--- src/rtl/dm_arbiter_pkg.sv ---
// Shared constants and payload type for the data-memory arbiter.
// Optional aging/fixed-priority mode is enabled by defining DM_ARB_AGE_EN (undefined by default).
package dm_arbiter_pkg;

    localparam logic PORT_MEM = 1'b0;
    localparam logic PORT_DMA = 1'b1;

    localparam int unsigned BE_W   = 4;
    localparam int unsigned DW     = 32;
    localparam int unsigned WAIT_W = 3;

    typedef struct packed {
        logic            we;
        logic [BE_W-1:0] be;
        logic [DW-1:0]   wd;
    } dm_wr_t;

endpackage

--- src/rtl/dm_arb_pick.sv ---
// Combinational winner selection for the two DM requesters.
// FIXED_PRI=1 gives port 0 priority unless aging forces port 1; otherwise round-robin on last_gnt.
module dm_arb_pick
    import dm_arbiter_pkg::*;
#(
    parameter bit FIXED_PRI = 1'b0
) (
    input  logic req0,
    input  logic req1,
    input  logic last_gnt,
    input  logic age_force,
    output logic gnt0_c,
    output logic gnt1_c
);

    logic both_pick0;

    always_comb begin
        gnt0_c     = 1'b0;
        gnt1_c     = 1'b0;
        both_pick0 = FIXED_PRI ? !age_force : (last_gnt == PORT_DMA);
        if (req0 && req1) begin
            gnt0_c = both_pick0;
            gnt1_c = !both_pick0;
        end else begin
            gnt0_c = req0;
            gnt1_c = req1;
        end
    end

endmodule

--- src/rtl/dm_arbiter.sv ---
// Two-port arbiter/sequencer for the single-port data memory (MEM stage vs DMA).
// Define DM_ARB_AGE_EN for fixed priority with MAX_WAIT aging of the DMA port.
module dm_arbiter
    import dm_arbiter_pkg::*;
#(
    parameter int unsigned AW       = 32,
    parameter int unsigned MAX_WAIT = 4
) (
    input  logic            clk,
    input  logic            reset,
    input  logic            req0,
    input  logic            we0,
    input  logic [BE_W-1:0] be0,
    input  logic [AW-1:0]   addr0,
    input  logic [DW-1:0]   wd0,
    input  logic            req1,
    input  logic            we1,
    input  logic [BE_W-1:0] be1,
    input  logic [AW-1:0]   addr1,
    input  logic [DW-1:0]   wd1,
    output logic            gnt0,
    output logic            gnt1,
    output logic            rvalid0,
    output logic            rvalid1,
    output logic [DW-1:0]   rdata,
    output logic            stall,
    output logic            dm_we,
    output logic [BE_W-1:0] dm_be,
    output logic [AW-1:0]   dm_addr,
    output logic [DW-1:0]   dm_wd,
    input  logic [DW-1:0]   dm_rd
);

    logic   last_gnt;
    logic   age_force;
    logic   pick0_c;
    logic   pick1_c;
    dm_wr_t sel_c;

    if (MAX_WAIT == 0 || MAX_WAIT > (2 ** WAIT_W) - 1) begin : g_bad_max_wait
        $error("dm_arbiter: MAX_WAIT must fit the wait counter");
    end

`ifdef DM_ARB_AGE_EN
    localparam bit FIXED_PRI = 1'b1;

    logic [WAIT_W-1:0] wait1;

    // DMA starvation counter; saturates at MAX_WAIT until port 1 wins
    always_ff @(posedge clk or posedge reset) begin
        if (reset) begin
            wait1 <= '0;
        end else if (gnt1) begin
            wait1 <= '0;
        end else if (req1 && (wait1 != WAIT_W'(MAX_WAIT))) begin
            wait1 <= wait1 + WAIT_W'(1);
        end
    end

    assign age_force = (wait1 == WAIT_W'(MAX_WAIT));
`else
    localparam bit FIXED_PRI = 1'b0;

    assign age_force = 1'b0;
`endif

    dm_arb_pick #(
        .FIXED_PRI (FIXED_PRI)
    ) u_pick (
        .req0      (req0),
        .req1      (req1),
        .last_gnt  (last_gnt),
        .age_force (age_force),
        .gnt0_c    (pick0_c),
        .gnt1_c    (pick1_c)
    );

    // Grants are combinational but forced low while reset is held
    assign gnt0  = pick0_c & ~reset;
    assign gnt1  = pick1_c & ~reset;
    assign stall = req0 & gnt1;

    always_comb begin
        sel_c   = '0;
        dm_addr = '0;
        if (gnt0) begin
            sel_c   = '{we: we0, be: be0, wd: wd0};
            dm_addr = addr0;
        end else if (gnt1) begin
            sel_c   = '{we: we1, be: be1, wd: wd1};
            dm_addr = addr1;
        end
    end

    assign dm_we = sel_c.we;
    assign dm_be = sel_c.be;
    assign dm_wd = sel_c.wd;

    // Round-robin history and one-cycle read response
    always_ff @(posedge clk or posedge reset) begin
        if (reset) begin
            last_gnt <= PORT_DMA;
            rvalid0  <= 1'b0;
            rvalid1  <= 1'b0;
            rdata    <= '0;
        end else begin
            rvalid0 <= gnt0 & ~we0;
            rvalid1 <= gnt1 & ~we1;
            if (gnt0 || gnt1) begin
                last_gnt <= gnt1 ? PORT_DMA : PORT_MEM;
            end
            if ((gnt0 && !we0) || (gnt1 && !we1)) begin
                rdata <= dm_rd;
            end
        end
    end

    a_one_hot_gnt : assert property (@(posedge clk) disable iff (reset) !(gnt0 && gnt1));

endmodule

--- config.mk ---
export PLATFORM = sky130hd
export DESIGN_NAME = dm_arbiter
export DESIGN_NICKNAME = d
export VERILOG_FILES = /design/src/rtl/dm_arbiter_pkg.sv /design/src/rtl/dm_arb_pick.sv /design/src/rtl/dm_arbiter.sv
export SDC_FILE = /design/constraint.sdc
export NUM_CORES = 1
export LEC_CHECK = 0
export ABC_AREA = 1
export BUFFER_PORTS_ARGS = -buffer_cell sky130_fd_sc_hd__buf_4
export CAP_MARGIN = 10
export CORE_AREA = 2 2 107 109
export CTS_BUF_LIST = sky130_fd_sc_hd__clkbuf_4
export CTS_CLUSTER_DIAMETER = 50
export DETAILED_ROUTE_END_ITERATION = 8
export DIE_AREA = 0 0 109 111
export SLEW_MARGIN = 40
export SYNTH_ARGS = -nofsm -noshare
export SYNTH_HDL_FRONTEND = slang
export SYNTH_SLANG_ARGS = --single-unit
--- constraint.sdc ---
create_clock -name clk -period 7.03 [get_ports clk]
set_clock_uncertainty 0.1 [all_clocks]
set_input_delay 1.406 -clock clk [delete_from_list [all_inputs] [get_ports clk]]
set_output_delay 1.406 -clock clk [all_outputs]
set_load 0.005 [all_outputs]
==> Word level (Yosys, flattened, before mapping) <==
Cells that the tools add are included.
{ "totals": {"input_bits": 174, "elab_cells": 27, "out_inout_bits": 106, "ff_bits": 35} }
{ "classes": {"bitwise": 8, "mux": 7, "n_reduce_logical": 8} }
{ "ops": {"columns": ["cell", "n"], "rows": [
  ["$mux 37", 2],
  ["$mux 32", 2],
  ["$and 1x1->1", 5],
  ["$logic_and 1x1->1", 3],
  ["$logic_not 1->1", 3],
  ["$mux 1", 3],
  ["$not 1->1", 3],
  ["$logic_or 1x1->1", 2]
]} }

==> Depth between registers and ports, before layout <==
{ "logic_depth": {"word_depth": 5, "depth_mapped": 8, "mapped_depth_nobuf": 6} }

==> Modules after synthesis <==
A second synthesis with hierarchy kept.
{ "hier_totals": {"cells_unflattened": 391, "hier_area_um2": 2417.3} }
{ "by_module_without_submodules": {"columns": ["mod", "cells_each", "instances", "area_per_inst_um2", "seq_area_each_um2"], "rows": [
  ["dm_arbiter", 386, 1, 2396.0, 877.1],
  ["dm_arb_pick", 5, 1, 21.3, 0.0]
]} }

==> Least setup slack after synthesis <==
No wires, ideal clock.
{ "synth_timing": {"path_kind": "input to output", "start": "input reset", "end": "output dm_we", "setup_slack_ns": 2.619, "path_stages": 6, "required_ns": 5.524, "path_buffers": 1, "arrival_ns": 2.905, "path_cell_list": "inv_1 -> nand2_1 -> a21oi_2 -> buf_2 -> nand2_1 -> o21ai_0"} }
{ "synth_via": {"elab_chain_len": 4, "word_cells_on_any_way": 5, "classes_between": "2 x mux; 3 x bitwise"} }
{ "synth_lines": {"columns": ["element", "line", "source"], "rows": [
  ["start: declaration", "dm_arbiter.sv:10", "input logic reset,"],
  ["$not 1->1 *", "dm_arbiter.sv:79, dm_arbiter.sv:80", null],
  ["$and 1x1->1", "dm_arbiter.sv:80", "assign gnt1 = pick1_c & ~reset;"],
  ["$mux 37", "dm_arbiter.sv:89", "end else if (gnt1) begin"],
  ["$mux 37 *", "dm_arbiter.sv:86", "if (gnt0) begin"],
  ["end: declaration", "dm_arbiter.sv:27", "output logic dm_we,"]
]} }
Mark *: on every way between the ends. The rest lies on a longest branch, timed or not.

==> Final worst setup path <==
{ "layout_timing": {"start": "input reset", "end": "output dm_wd[27]"} }
{ "layout_via": {"elab_chain_len": 4, "word_cells_on_any_way": 5, "classes_between": "2 x mux; 3 x bitwise"} }
{ "layout_lines": {"columns": ["element", "line", "source"], "rows": [
  ["$not 1->1 *", "dm_arbiter.sv:79, dm_arbiter.sv:80", null],
  ["$and 1x1->1", "dm_arbiter.sv:80", null],
  ["$mux 37", "dm_arbiter.sv:89", null],
  ["$mux 37 *", "dm_arbiter.sv:86", null],
  ["end: declaration", "dm_arbiter.sv:30", "output logic [DW-1:0] dm_wd,"]
]} }
Marked as above.

==> flow_summary.ini <==
[worst_setup_path]
crit_end = dm_wd[27]
timing.critical_path.max_delay_family = buffers and inverters
path_depth = 9
cp_cell_sequence = buf_4 -> inv_1 -> buf_4 -> nand2_1 -> a21oi_4 -> buf_4 -> nand2_1 -> nand2_1 -> buf_4
worst_setup_path_end_kind = primary output
reg2reg_setup_slack_ns = 4.59
cpMostUsedCell = buf_4
crit_type = in -> out
regToRegStartpoint = last_gnt
cpMaxStageDelayCell = a21oi_4
reg2regPathDepth = 6
path_buf_inv = 5
r2r-end = rdata[14]
critPathArrivalTime_ns = 3.54
crit_required_ns = 5.52
crit_start = reset
crit_fanout = 46
cpPeakStageDelay_ns = 0.55
setup.worst_path.start_class = primary input

[clock_network]
htreeDepth = 2
cts.path.max_buffers = 2
clkTransAtPathRegs_ns = 0.10
post_cts_resized = 0
clkSinkCount = 35
postCtsSetupBuffers = 0
insertion_delay_ns = 0.33
clock-root-buffer = clkbuf_4
cts_buffers = 5
cts_tree = yes
hold_buffers = 0

[logic_synthesis]
avgSynthCellArea_um2 = 5.99
ys_seq_elements = 35
syn_nets = 555
syn_inst = 381
synth.area.top_cells = nand2_1 45%, dfrtp_1 37%, nand3_1 7.0%
yosysTopAreaCell = nand2_1
netlist-cell-type-count = 16
synth-warning-count = 0
yosysSeqAreaShare_pct = 38.4
synth_area_um2 = 2280
synth_top_area_share_pct = 44.9

[place]
port_buffers = 279
dpl_cell_area_um2 = 4450
hpwl_mm = 8.54
gp_congestion = 0.870
dp_cells = 782
pre_cts_ws_ns = 1.91

[global_route]
grt_util_all_layers_pct = 16.5
overflow = 0
grt_pass1_wl_mm = 16.0
grt_pass1_vias = 3255
grt_max_degree = 70
antenna_found_initial = 0

[drt]
top_layer = met4
wl_per_cell_um = 13.6
routedLengthMet1_mm = 4.10
wirelength_mm = 10.7
wl_met3_mm = 1.03
vias_per_cell = 4.29
drc_errors = 0
wl_met2_mm = 5.18
vias = 3391
drtAntennaViolNets = 0
drtIter0Drc = 120
first_pass_iters = 4

[status]
status = finished clean

[die]
ios = 280
die_h_um = 111
die_w_um = 109
rows = 39
coreArea_um2 = 11100
die_area_um2 = 12100
initial_core_util_pct = 20.6

[power]
power_density_nw_per_um2 = 162
ir_drop_mv = 0.218
power.leakage_uw = 0.00279

[sta]
setup_viol = 0
slew_headroom_pct = 51.1
tns_ns = 0
hold_viol_final = 0
tightest_slew_ns = 0.732
slew_violations = 0
clock.fmax_mhz = 198
period_share_pct = 71.7
rsz0062_at_grt = no
fin_crit_ns = 5.04
setup_ws_ns = 1.99

[layout]
fin_cells = 790
fillerInstances = 1151
postLayoutCellArea_um2 = 4560
drive_above_1_share_pct = 45.9
n_antenna_cell = 0
area_delta_synth_final_pct = 99.7
num-nets-final = 820

[hold_path]
hold_class = reg -> reg

[job]
drv_cap = 0
cells in the mapped netlist, drive strengths merged:
cell type and number:
inv 9, a21oi 1, nand2 274, dfstp 1
nand3 34, buf 20, o21ai 2, clkbuf 3
nor2 3, dfrtp 34
cell usage in the layout, fill, tap and decap left out, types with 2 or more instances in the layout:
cell	count
buf_4	281
nand2_1	273
dfrtp_1	34
nand3_1	32
inv_1	7
clkbuf_4	6
nand3_2	2
nor2_1	2
o21ai_0	2
bufinv_16	2
kinds of logic (layout without fill, tap and decap cells):
logic type | after synthesis | count (layout) | synth area share (%)
compound gates | 3 | 3 | 0.822
flops | 35 | 35 | 38.4
buf+inv | 32 | 298 | 7.07
simple gates | 311 | 311 | 53.7
per-layer routing:
metal	GRT usage, %	vias to the layer above
met3	4.23	26
met2	28.2	162
met5	0	-
met1	19.1	1523
met4	7.18	0
li1	-	1680
final cells by class:
class                           count  area (µm²)  share of cell area, %
Multi-Input combinational cell    314        1250                   27.4
Sequential cell                    35         877                   19.2
Tap cell                          143         179                   3.93
Inverter                            9        36.3                  0.796
Clock inverter                      2        60.1                   1.32
Clock buffer                        6        45.0                  0.988
Timing Repair Buffer              281        2110                   46.3
sequential cells by signal, indices dropped and copies added, names as in the netlist:
signal    cells
last_gnt      1
rdata        32
rvalid0       1
rvalid1       1
worst reg2reg max path: cells and delay by family, from the launching register on:
family	cells	cell delay (ns)
buffers and inverters	1	0.08
DFF	1	0.54
and+or+nand+nor	5	1.67
metrics by stage:
step	hold slack [ns]	power, µW	utilization, %
floorplan	0.401	362	-
CTS	0.428	748	41.1
detailed placement	0.398	563	40.2
global route	0.446	788	41.1
global placement	0.399	559	40.2
finish	0.421	737	41.1
worst min path at each step:
stage / end / slack [ns] / cells after the start / from
floorplan: rdata[0] / 0.40 / 2 / rdata[0]
global placement: rdata[20] / 0.40 / 2 / rdata[20]
detailed placement: rdata[20] / 0.40 / 2 / rdata[20]
CTS: rdata[20] / 0.43 / 2 / rdata[20]
global route: rdata[20] / 0.45 / 2 / rdata[20]
finish: rdata[14] / 0.42 / 2 / rdata[14]
where the power goes:
part | leakage [µW] | internal [µW] | switching (µW)
sequential | 0.000435 | 240 | 24.8
clock | 0.0000559 | 115 | 66.6
combinational | 0.00230 | 173 | 117
total | 0.00279 | 529 | 209
Note: power is estimated with default switching activity, not from simulation.
